$ cat src/rtl/atm_pkg.sv
// Shared encodings for the ATM session controller: request opcodes, response
// status codes and the controller state encoding seen by the UI front end.
package atm_pkg;

  localparam logic [2:0] OP_LOGIN      = 3'd0;
  localparam logic [2:0] OP_BALANCE    = 3'd1;
  localparam logic [2:0] OP_WITHDRAW   = 3'd2;
  localparam logic [2:0] OP_DEPOSIT    = 3'd3;
  localparam logic [2:0] OP_CHANGE_PIN = 3'd4;
  localparam logic [2:0] OP_EXIT       = 3'd5;

  localparam logic [2:0] ST_OK           = 3'd0;
  localparam logic [2:0] ST_BAD_PIN      = 3'd1;
  localparam logic [2:0] ST_NO_ACCOUNT   = 3'd2;
  localparam logic [2:0] ST_LOCKED       = 3'd3;
  localparam logic [2:0] ST_INSUFFICIENT = 3'd4;
  localparam logic [2:0] ST_OVERFLOW     = 3'd5;
  localparam logic [2:0] ST_BAD_SEQ      = 3'd6;
  localparam logic [2:0] ST_TIMEOUT      = 3'd7;

  localparam logic [2:0] S_IDLE    = 3'd0;
  localparam logic [2:0] S_SESSION = 3'd1;
  localparam logic [2:0] S_EXEC    = 3'd2;
  localparam logic [2:0] S_RESP    = 3'd3;

endpackage

$ cat src/rtl/atm_session_ctrl_if.sv
// Request/response channel between the UI front end (master) and the
// session controller (slave).
interface atm_session_ctrl_if #(
  parameter int ACC_W = 4,
  parameter int BAL_W = 16,
  parameter int PIN_W = 16
) ();

  logic             req_valid;
  logic             req_ready;
  logic [2:0]       req_op;
  logic [ACC_W-1:0] req_acc;
  logic [PIN_W-1:0] req_pin;
  logic [PIN_W-1:0] req_new_pin;
  logic [BAL_W-1:0] req_amount;
  logic             rsp_valid;
  logic [2:0]       rsp_status;
  logic [BAL_W-1:0] rsp_balance;

  modport master (
    output req_valid, req_op, req_acc, req_pin, req_new_pin, req_amount,
    input  req_ready, rsp_valid, rsp_status, rsp_balance
  );

  modport slave (
    input  req_valid, req_op, req_acc, req_pin, req_new_pin, req_amount,
    output req_ready, rsp_valid, rsp_status, rsp_balance
  );

endinterface

$ cat src/rtl/atm_account_store.sv
// Per-account balance, PIN, bad-PIN counter and lock bit, with one
// combinational read port and one full-record write port.
module atm_account_store #(
  parameter int               NUM_ACCOUNTS = 10,
  parameter int               ACC_W        = 4,
  parameter int               BAL_W        = 16,
  parameter int               PIN_W        = 16,
  parameter int               FAIL_W       = 2,
  parameter logic [BAL_W-1:0] INIT_BAL     = 16'd500,
  parameter logic [PIN_W-1:0] INIT_PIN     = 16'h1234
) (
  input  logic              clk,
  input  logic              rst_n,
  input  logic [ACC_W-1:0]  rd_acc,
  output logic [BAL_W-1:0]  rd_bal,
  output logic [PIN_W-1:0]  rd_pin,
  output logic [FAIL_W-1:0] rd_fail,
  output logic              rd_lock,
  input  logic              wr_en,
  input  logic [ACC_W-1:0]  wr_acc,
  input  logic [BAL_W-1:0]  wr_bal,
  input  logic [PIN_W-1:0]  wr_pin,
  input  logic [FAIL_W-1:0] wr_fail,
  input  logic              wr_lock
);

  logic [BAL_W-1:0]  bal_r  [NUM_ACCOUNTS];
  logic [PIN_W-1:0]  pin_r  [NUM_ACCOUNTS];
  logic [FAIL_W-1:0] fail_r [NUM_ACCOUNTS];
  logic              lock_r [NUM_ACCOUNTS];
  logic              rd_ok_s;
  logic              wr_ok_s;

  // Out-of-range account numbers read as zero and never write.
  assign rd_ok_s = ({1'b0, rd_acc} < (ACC_W+1)'(NUM_ACCOUNTS));
  assign wr_ok_s = ({1'b0, wr_acc} < (ACC_W+1)'(NUM_ACCOUNTS));

  // Account record storage with reset-time initialisation.
  always_ff @(posedge clk or negedge rst_n) begin
    if (!rst_n) begin
      for (int i = 0; i < NUM_ACCOUNTS; i++) begin
        bal_r[i]  <= INIT_BAL;
        pin_r[i]  <= INIT_PIN + PIN_W'(i);
        fail_r[i] <= '0;
        lock_r[i] <= 1'b0;
      end
    end else if (wr_en && wr_ok_s) begin
      bal_r[wr_acc]  <= wr_bal;
      pin_r[wr_acc]  <= wr_pin;
      fail_r[wr_acc] <= wr_fail;
      lock_r[wr_acc] <= wr_lock;
    end
  end

  // Combinational read port.
  always_comb begin
    rd_bal  = '0;
    rd_pin  = '0;
    rd_fail = '0;
    rd_lock = 1'b0;
    if (rd_ok_s) begin
      rd_bal  = bal_r[rd_acc];
      rd_pin  = pin_r[rd_acc];
      rd_fail = fail_r[rd_acc];
      rd_lock = lock_r[rd_acc];
    end else begin
      rd_lock = 1'b0;
    end
  end

endmodule

$ cat src/rtl/atm_session_ctrl.sv
// ATM session controller: login with PIN lockout, per-session account ops,
// inactivity timeout, and a one-cycle registered response.
module atm_session_ctrl
  import atm_pkg::*;
#(
  parameter int               NUM_ACCOUNTS   = 10,
  parameter int               BAL_W          = 16,
  parameter int               PIN_W          = 16,
  parameter logic [BAL_W-1:0] INIT_BAL       = 16'd500,
  parameter logic [PIN_W-1:0] INIT_PIN       = 16'h1234,
  parameter int               MAX_TRIES      = 3,
  parameter int               TIMEOUT_CYCLES = 1000
) (
  input  logic              clk,
  input  logic              rst_n,
  atm_session_ctrl_if.slave bus,
  output logic [2:0]        current_state
);

  localparam int ACC_W  = (NUM_ACCOUNTS > 1) ? $clog2(NUM_ACCOUNTS) : 1;
  localparam int FAIL_W = $clog2(MAX_TRIES + 1);
  localparam int TO_W   = $clog2(TIMEOUT_CYCLES + 1);

  logic [2:0]        state_r, ret_state_r, ret_state_s;
  logic              ready_r, from_sess_r, accept_s, acc_ok_s;
  logic [2:0]        op_r;
  logic [ACC_W-1:0]  acc_r, sess_acc_r, new_sess_acc_s, rd_acc_s;
  logic [PIN_W-1:0]  pin_r, new_pin_r;
  logic [BAL_W-1:0]  amount_r;
  logic [TO_W-1:0]   to_cnt_r;
  logic              rsp_valid_r;
  logic [2:0]        rsp_status_r, exec_status_s;
  logic [BAL_W-1:0]  rsp_bal_r, exec_bal_s;
  logic [BAL_W:0]    sum_s;
  logic [BAL_W-1:0]  rd_bal_s, wr_bal_s;
  logic [PIN_W-1:0]  rd_pin_s, wr_pin_s;
  logic [FAIL_W-1:0] rd_fail_s, wr_fail_s, fail_next_s;
  logic              rd_lock_s, wr_lock_s, wr_en_s;

  assign accept_s      = bus.req_valid & ready_r;
  assign rd_acc_s      = from_sess_r ? sess_acc_r : acc_r;
  assign acc_ok_s      = ({1'b0, acc_r} < (ACC_W+1)'(NUM_ACCOUNTS));
  assign sum_s         = {1'b0, rd_bal_s} + {1'b0, amount_r};
  assign bus.req_ready   = ready_r;
  assign bus.rsp_valid   = rsp_valid_r;
  assign bus.rsp_status  = rsp_status_r;
  assign bus.rsp_balance = rsp_bal_r;
  assign current_state   = state_r;

  atm_account_store #(
    .NUM_ACCOUNTS (NUM_ACCOUNTS),
    .ACC_W        (ACC_W),
    .BAL_W        (BAL_W),
    .PIN_W        (PIN_W),
    .FAIL_W       (FAIL_W),
    .INIT_BAL     (INIT_BAL),
    .INIT_PIN     (INIT_PIN)
  ) u_store (
    .clk     (clk),
    .rst_n   (rst_n),
    .rd_acc  (rd_acc_s),
    .rd_bal  (rd_bal_s),
    .rd_pin  (rd_pin_s),
    .rd_fail (rd_fail_s),
    .rd_lock (rd_lock_s),
    .wr_en   (wr_en_s & (state_r == S_EXEC)),
    .wr_acc  (rd_acc_s),
    .wr_bal  (wr_bal_s),
    .wr_pin  (wr_pin_s),
    .wr_fail (wr_fail_s),
    .wr_lock (wr_lock_s)
  );

  // Execute the captured request against the addressed account record.
  always_comb begin
    exec_status_s  = ST_BAD_SEQ;
    exec_bal_s     = '0;
    ret_state_s    = from_sess_r ? S_SESSION : S_IDLE;
    new_sess_acc_s = sess_acc_r;
    wr_en_s        = 1'b0;
    wr_bal_s       = rd_bal_s;
    wr_pin_s       = rd_pin_s;
    wr_fail_s      = rd_fail_s;
    wr_lock_s      = rd_lock_s;
    fail_next_s    = (rd_fail_s >= FAIL_W'(MAX_TRIES)) ? rd_fail_s : rd_fail_s + FAIL_W'(1);
    if (!from_sess_r) begin
      if (op_r != OP_LOGIN) begin
        exec_status_s = ST_BAD_SEQ;
      end else if (!acc_ok_s) begin
        exec_status_s = ST_NO_ACCOUNT;
      end else if (rd_lock_s) begin
        exec_status_s = ST_LOCKED;
      end else if (pin_r != rd_pin_s) begin
        exec_status_s = ST_BAD_PIN;
        wr_en_s       = 1'b1;
        wr_fail_s     = fail_next_s;
        wr_lock_s     = (fail_next_s >= FAIL_W'(MAX_TRIES));
      end else begin
        exec_status_s  = ST_OK;
        exec_bal_s     = rd_bal_s;
        wr_en_s        = 1'b1;
        wr_fail_s      = '0;
        ret_state_s    = S_SESSION;
        new_sess_acc_s = acc_r;
      end
    end else begin
      case (op_r)
        OP_BALANCE: begin
          exec_status_s = ST_OK;
          exec_bal_s    = rd_bal_s;
        end
        OP_WITHDRAW: begin
          if (amount_r > rd_bal_s) begin
            exec_status_s = ST_INSUFFICIENT;
          end else begin
            exec_status_s = ST_OK;
            wr_en_s       = 1'b1;
            wr_bal_s      = rd_bal_s - amount_r;
            exec_bal_s    = wr_bal_s;
          end
        end
        OP_DEPOSIT: begin
          if (sum_s[BAL_W]) begin
            exec_status_s = ST_OVERFLOW;
          end else begin
            exec_status_s = ST_OK;
            wr_en_s       = 1'b1;
            wr_bal_s      = sum_s[BAL_W-1:0];
            exec_bal_s    = wr_bal_s;
          end
        end
        OP_CHANGE_PIN: begin
          exec_status_s = ST_OK;
          exec_bal_s    = rd_bal_s;
          wr_en_s       = 1'b1;
          wr_pin_s      = new_pin_r;
        end
        OP_EXIT: begin
          exec_status_s = ST_OK;
          exec_bal_s    = rd_bal_s;
          ret_state_s   = S_IDLE;
        end
        default: begin
          exec_status_s = ST_BAD_SEQ;
        end
      endcase
    end
  end

  // Sequencing, request capture, inactivity timer and response registers.
  always_ff @(posedge clk or negedge rst_n) begin
    if (!rst_n) begin
      state_r      <= S_IDLE;
      ret_state_r  <= S_IDLE;
      ready_r      <= 1'b1;
      from_sess_r  <= 1'b0;
      op_r         <= 3'd0;
      acc_r        <= '0;
      sess_acc_r   <= '0;
      pin_r        <= '0;
      new_pin_r    <= '0;
      amount_r     <= '0;
      to_cnt_r     <= '0;
      rsp_valid_r  <= 1'b0;
      rsp_status_r <= ST_OK;
      rsp_bal_r    <= '0;
    end else begin
      rsp_valid_r  <= 1'b0;
      rsp_status_r <= ST_OK;
      rsp_bal_r    <= '0;
      case (state_r)
        S_IDLE, S_SESSION: begin
          if (accept_s) begin
            op_r        <= bus.req_op;
            acc_r       <= bus.req_acc;
            pin_r       <= bus.req_pin;
            new_pin_r   <= bus.req_new_pin;
            amount_r    <= bus.req_amount;
            from_sess_r <= (state_r == S_SESSION);
            to_cnt_r    <= '0;
            ready_r     <= 1'b0;
            state_r     <= S_EXEC;
          end else if (state_r != S_SESSION) begin
            to_cnt_r <= '0;
          end else if (to_cnt_r == TO_W'(TIMEOUT_CYCLES - 1)) begin
            // Idle session expired: forced logout with a timeout strobe.
            to_cnt_r     <= '0;
            rsp_valid_r  <= 1'b1;
            rsp_status_r <= ST_TIMEOUT;
            state_r      <= S_IDLE;
          end else begin
            to_cnt_r <= to_cnt_r + TO_W'(1);
          end
        end
        S_EXEC: begin
          rsp_valid_r  <= 1'b1;
          rsp_status_r <= exec_status_s;
          rsp_bal_r    <= exec_bal_s;
          ret_state_r  <= ret_state_s;
          sess_acc_r   <= new_sess_acc_s;
          state_r      <= S_RESP;
        end
        S_RESP: begin
          ready_r <= 1'b1;
          state_r <= ret_state_r;
        end
        default: begin
          ready_r <= 1'b1;
          state_r <= S_IDLE;
        end
      endcase
    end
  end

endmodule
$ cat src/flat_wrapper.sv
// flat-port wrapper written by rule: the top's interface ports become plain ports
module atm_session_ctrl_flat import atm_pkg::*;
#(
  parameter int               NUM_ACCOUNTS   = 10,
  parameter int               BAL_W          = 16,
  parameter int               PIN_W          = 16,
  parameter logic [BAL_W-1:0] INIT_BAL       = 16'd500,
  parameter logic [PIN_W-1:0] INIT_PIN       = 16'h1234,
  parameter int               MAX_TRIES      = 3,
  parameter int               TIMEOUT_CYCLES = 1000
)
  (clk, rst_n, current_state, bus_req_valid, bus_req_op, bus_req_acc, bus_req_pin, bus_req_new_pin, bus_req_amount, bus_req_ready, bus_rsp_valid, bus_rsp_status, bus_rsp_balance);
  atm_session_ctrl_if #(.BAL_W(BAL_W), .PIN_W(PIN_W)) bus_i ();
  input  logic clk;
  input  logic rst_n;
  output logic [2:0] current_state;
  input wire logic [$bits(bus_i.req_valid)-1:0] bus_req_valid;
  input wire logic [$bits(bus_i.req_op)-1:0] bus_req_op;
  input wire logic [$bits(bus_i.req_acc)-1:0] bus_req_acc;
  input wire logic [$bits(bus_i.req_pin)-1:0] bus_req_pin;
  input wire logic [$bits(bus_i.req_new_pin)-1:0] bus_req_new_pin;
  input wire logic [$bits(bus_i.req_amount)-1:0] bus_req_amount;
  output wire logic [$bits(bus_i.req_ready)-1:0] bus_req_ready;
  output wire logic [$bits(bus_i.rsp_valid)-1:0] bus_rsp_valid;
  output wire logic [$bits(bus_i.rsp_status)-1:0] bus_rsp_status;
  output wire logic [$bits(bus_i.rsp_balance)-1:0] bus_rsp_balance;
  assign bus_i.req_valid = bus_req_valid;
  assign bus_i.req_op = bus_req_op;
  assign bus_i.req_acc = bus_req_acc;
  assign bus_i.req_pin = bus_req_pin;
  assign bus_i.req_new_pin = bus_req_new_pin;
  assign bus_i.req_amount = bus_req_amount;
  assign bus_req_ready = bus_i.req_ready;
  assign bus_rsp_valid = bus_i.rsp_valid;
  assign bus_rsp_status = bus_i.rsp_status;
  assign bus_rsp_balance = bus_i.rsp_balance;
  atm_session_ctrl #(.NUM_ACCOUNTS(NUM_ACCOUNTS), .BAL_W(BAL_W), .PIN_W(PIN_W), .INIT_BAL(INIT_BAL), .INIT_PIN(INIT_PIN), .MAX_TRIES(MAX_TRIES), .TIMEOUT_CYCLES(TIMEOUT_CYCLES)) u_core (.clk(clk), .rst_n(rst_n), .bus(bus_i), .current_state(current_state));
endmodule
$ cat config.mk
export PLATFORM = sky130hd
export DESIGN_NAME = atm_session_ctrl_flat
export DESIGN_NICKNAME = d
export VERILOG_FILES = /design/src/rtl/atm_pkg.sv /design/src/rtl/atm_session_ctrl_if.sv /design/src/rtl/atm_account_store.sv /design/src/rtl/atm_session_ctrl.sv /design/src/flat_wrapper.sv
export SDC_FILE = /design/constraint.sdc
export NUM_CORES = 1
export LEC_CHECK = 0
export ABC_AREA = 1
export BUFFER_PORTS_ARGS = -buffer_cell sky130_fd_sc_hd__buf_2
export CORE_MARGIN = 5
export CORE_UTILIZATION = 42
export CTS_BUF_LIST = sky130_fd_sc_hd__clkbuf_8
export CTS_CLUSTER_DIAMETER = 30
export CTS_CLUSTER_SIZE = 10
export DETAILED_ROUTE_END_ITERATION = 8
export GPL_ROUTABILITY_DRIVEN = 0
export SLEW_MARGIN = 40
export SYNTH_ARGS = -nofsm -noshare
export SYNTH_HDL_FRONTEND = slang
export SYNTH_SLANG_ARGS = --single-unit
$ cat constraint.sdc
create_clock -name clk -period 12.1 [get_ports clk]
set_input_delay 1.815 -clock clk [delete_from_list [all_inputs] [get_ports clk]]
set_output_delay 1.815 -clock clk [all_outputs]
set_load 0.01 [all_outputs]
==> flow_summary_export.csv <==
group,metric,value,unit
sta,fin_ws,4.431,ns
job,cap_violations,0,
global_route,overflow,0,
routing,wl,72520,um
critical_path,cp_top_family,"simple AND/OR/NAND/NOR gates",
yosys,synth_commonest_cells,"nand2_1, dfrtp_1, o21ai_0, inv_1, nand3_1",
routing,drcViolationCount,0,
sta,tightest_slew,0.8663,ns
sta,skew,0.03914,ns
min_path,hold_path.class,"reg2reg",
pwr,ir_drop,0.0001470,V
critical_path,cpMostUsedCell,"nand2_1",
yosys,synthCells,2974,
layout,stdcell_count,3820,
cts,cts_buffers,97,
critical_path,crit_fanout,44,
yosys,syn_area_per_cell,7.683,um^2
routing,wl_per_cell,18.98,um
global_route,grt_pass1_vias,20190,
cts,ctsLongestPathBuffers,3,
yosys,synthDistinctLibCells,56,
yosys,synth_edf_count,0,
layout,layout-drive-gt1-share,0.1588,
routing,drt_first_pass_iters,6,
critical_path,required,12.66,ns
sta,rsz0062_at_grt,"false",
routing,drt-initial-drc-count,1882,
routing,vias,20740,
die,fp.dieArea,0.05917,mm^2
yosys,ys_warn_count,0,
layout,nFillCells,5160,
sta,setup_viol,0,
global_route,grt_max_degree,152,
layout,syn_to_final_growth,15.43,%
yosys,syn_area,0.02285,mm^2
critical_path,worst-path-buf-inv,5,
cts,cts_tree,"built",
place,dpl.cell_count,3634,
yosys,synth_area_leader_cell,"dfrtp_1",
cts,cts_sinks,444,
global_route,grt_pass1_wl,115100,um
run_status,run_status,"finished clean",
cts,clkTransAtPathRegs,0.06,ns
cts,holdBufCountCts,0,
die,num_rows,85,
sta,tns,0,ns
sta,slew_violations,0,
yosys,synth.area.top_cells,"dfrtp_1, nand2_1, dfstp_2",
yosys,synth_top_area_frac,0.3527,
cts,post_cts_buffers,0,
sta,slew-limit-headroom,0.4217,
routing,ant_nets,0,
sta,fmax,0.1304,GHz
cts,htreeDepth,3,
die,initial_core_util,0.4246,
critical_path,crit_arrival,8.23,ns
yosys,async_reset_ff_frac,1.000,
sta,period_share,0.6338,
cts,clk_latency,0.69,ns
cts,cts_resized,0,
die,die_h,243.2,um
layout,finalNetCount,3132,
global_route,antenna_found_initial,1,
critical_path,cpMaxStageDelayCell,"clkinv_2",
cts,cts-root-buf,"clkbuf_8",
critical_path,max_stage_delay,0.80,ns
pwr,leakagePower,12.80,nW
yosys,yosys_most_used_dff,"dfrtp_1",
yosys,syn_nets,3067,
yosys,synth_most_common_cell,"nand2_1",
global_route,global_route.usage.total,0.2417,
critical_path,crit-reg2reg-launch,"u_core.from_sess_r",
pwr,finalPower,9.320,mW
critical_path,crit_type,"reg2reg",
die,core-area,0.05381,mm^2
yosys,ys_seq_area_frac,0.4930,
place,port_buffers,80,
sta,period_minus_slack,7.669,ns
min_path,holdCritStartpoint,"u_core.u_store.bal_r[152]",
yosys,synth_seq_cells,444,
place,dpl.hpwl,45050,um
critical_path,cp-end-kind,"flop",
critical_path,critPathLaunch,"u_core.from_sess_r",
routing,vias_per_cell,5.429,
die,die_w,243.2,um
pwr,pwr_density_cell,353.4,mW/mm^2
sta,hold_violations,0,
die,io_pins,82,
critical_path,cp_cell_sequence,"inv_4 > nand2_1 > nand2_2 > nor2_4 > buf_4 > a22oi_1 > a211oi_1 > ha_1 > inv_2 > nand3b_1 > nand2_1 > inv_1 > o21bai_1 > nand2_1 > nand2_1 > nand3_1 > nand2_1 > nand2_1 > nand3_2 > nand4_2 > nor2_4 > clkinv_2 > o21ai_0",
critical_path,worstSetupStartpointType,"flop",
place,post-place-ws,4.593,ns
[report_power, final]
group,internal [mW],total (mW),switching (mW)
clock network,1.35,2.12,0.772
registers,2.10,2.38,0.271
logic,1.34,4.82,3.49
[state kept, by name, indices dropped and copies added (netlist names), 2 cells and up]
register / cells
u_core.u_store.bal_r: 160
u_core.acc_r: 4
u_core.amount_r: 16
u_core.u_store.lock_r: 10
u_core.new_pin_r: 16
u_core.sess_acc_r: 4
u_core.u_store.fail_r: 20
u_core.pin_r: 16
u_core.to_cnt_r: 10
u_core.current_state: 2
u_core.bus.rsp_status: 3
u_core.bus.rsp_balance: 16
u_core.u_store.pin_r: 160
u_core.op_r: 3
[layer usage]
layer | vias to the layer above | track usage | part of all wire
li1 | 9725 | - | -
met1 | 10020 | 0.3486 | 0.45
met2 | 868 | 0.3706 | 0.45
met3 | 128 | 0.04301 | 0.079
met4 | 0 | 0.08011 | 0.024
met5 | - | 0 | 0
[worst min-delay path, cell delays in order (launching register included)]
cell and delay, ns:
dfstp_2 0.36, nand2_1 0.05, nand2_1 0.04
[cell type report]
| class | instances | area [um^2] | area share |
|---|---|---|---|
| flip-flops and latches | 444 | 11260 | 0.4271 |
| multi-input cells | 2116 | 9957 | 0.3775 |
| clock buffers | 113 | 1555 | 0.05897 |
| inverters | 268 | 1011 | 0.03833 |
| clock inverters | 70 | 989.7 | 0.03753 |
| well taps | 696 | 870.8 | 0.03302 |
| repair buffers | 112 | 723.2 | 0.02742 |
| diodes | 1 | 2.502 | 0.00009489 |
[cell usage in the layout, fill, tap and decap left out, types with 22 or more instances in the layout]
cell | netlist | layout
a21oi_1 | 76 | 76
buf_2 | 79 | 79
buf_4 | 13 | 26
bufinv_16 | 0 | 22
clkbuf_8 | 0 | 113
dfrtp_1 | 322 | 322
dfstp_2 | 122 | 122
ha_1 | 33 | 33
inv_1 | 245 | 248
nand2_1 | 1172 | 1172
nand3_1 | 140 | 140
nand4_1 | 42 | 42
nor2_1 | 109 | 102
o21ai_0 | 293 | 293
o21ai_1 | 29 | 28
o22ai_1 | 73 | 73
[through the flow]
stage                     instance area (um^2)    util  hold WS, ns
after floorplan                          22850       -       0.4422
after global placement                   23710  0.4406       0.4504
after detailed placement                 23750  0.4414       0.4544
after CTS                                26300  0.4887       0.4632
after global routing                     26370  0.4901       0.4757
final                                    26370  0.4901       0.4614
[kinds of logic (layout without fill, tap and decap cells)]
logic type | after synthesis | after routing | synth area share
xor gates and xnor gates | 17 | 17 | 0.006516
AOI/OAI and AO/OA | 548 | 548 | 0.1342
and+or+nand+nor | 1515 | 1515 | 0.2712
adders and majority gates | 35 | 35 | 0.01982
buffers and inverters | 414 | 563 | 0.07508
DFF | 444 | 444 | 0.4930
other | 1 | 2 | 0.0001641
[final timing paths]
check                                                 end  slack (ns)  cells past startpoint
min in group asynchronous       u_core.u_store.pin_r[125]        1.04                      1
worst max register to register   u_core.u_store.pin_r[17]        4.43                     23
worst max-delay path             u_core.u_store.pin_r[17]        4.43                     23
worst min register to register  u_core.u_store.bal_r[152]        0.46                      2
worst min-delay path            u_core.u_store.bal_r[152]        0.46                      2
max in group asynchronous       u_core.u_store.bal_r[152]        9.86                      3
No activity file was read; power rests on OpenSTA's default activity.
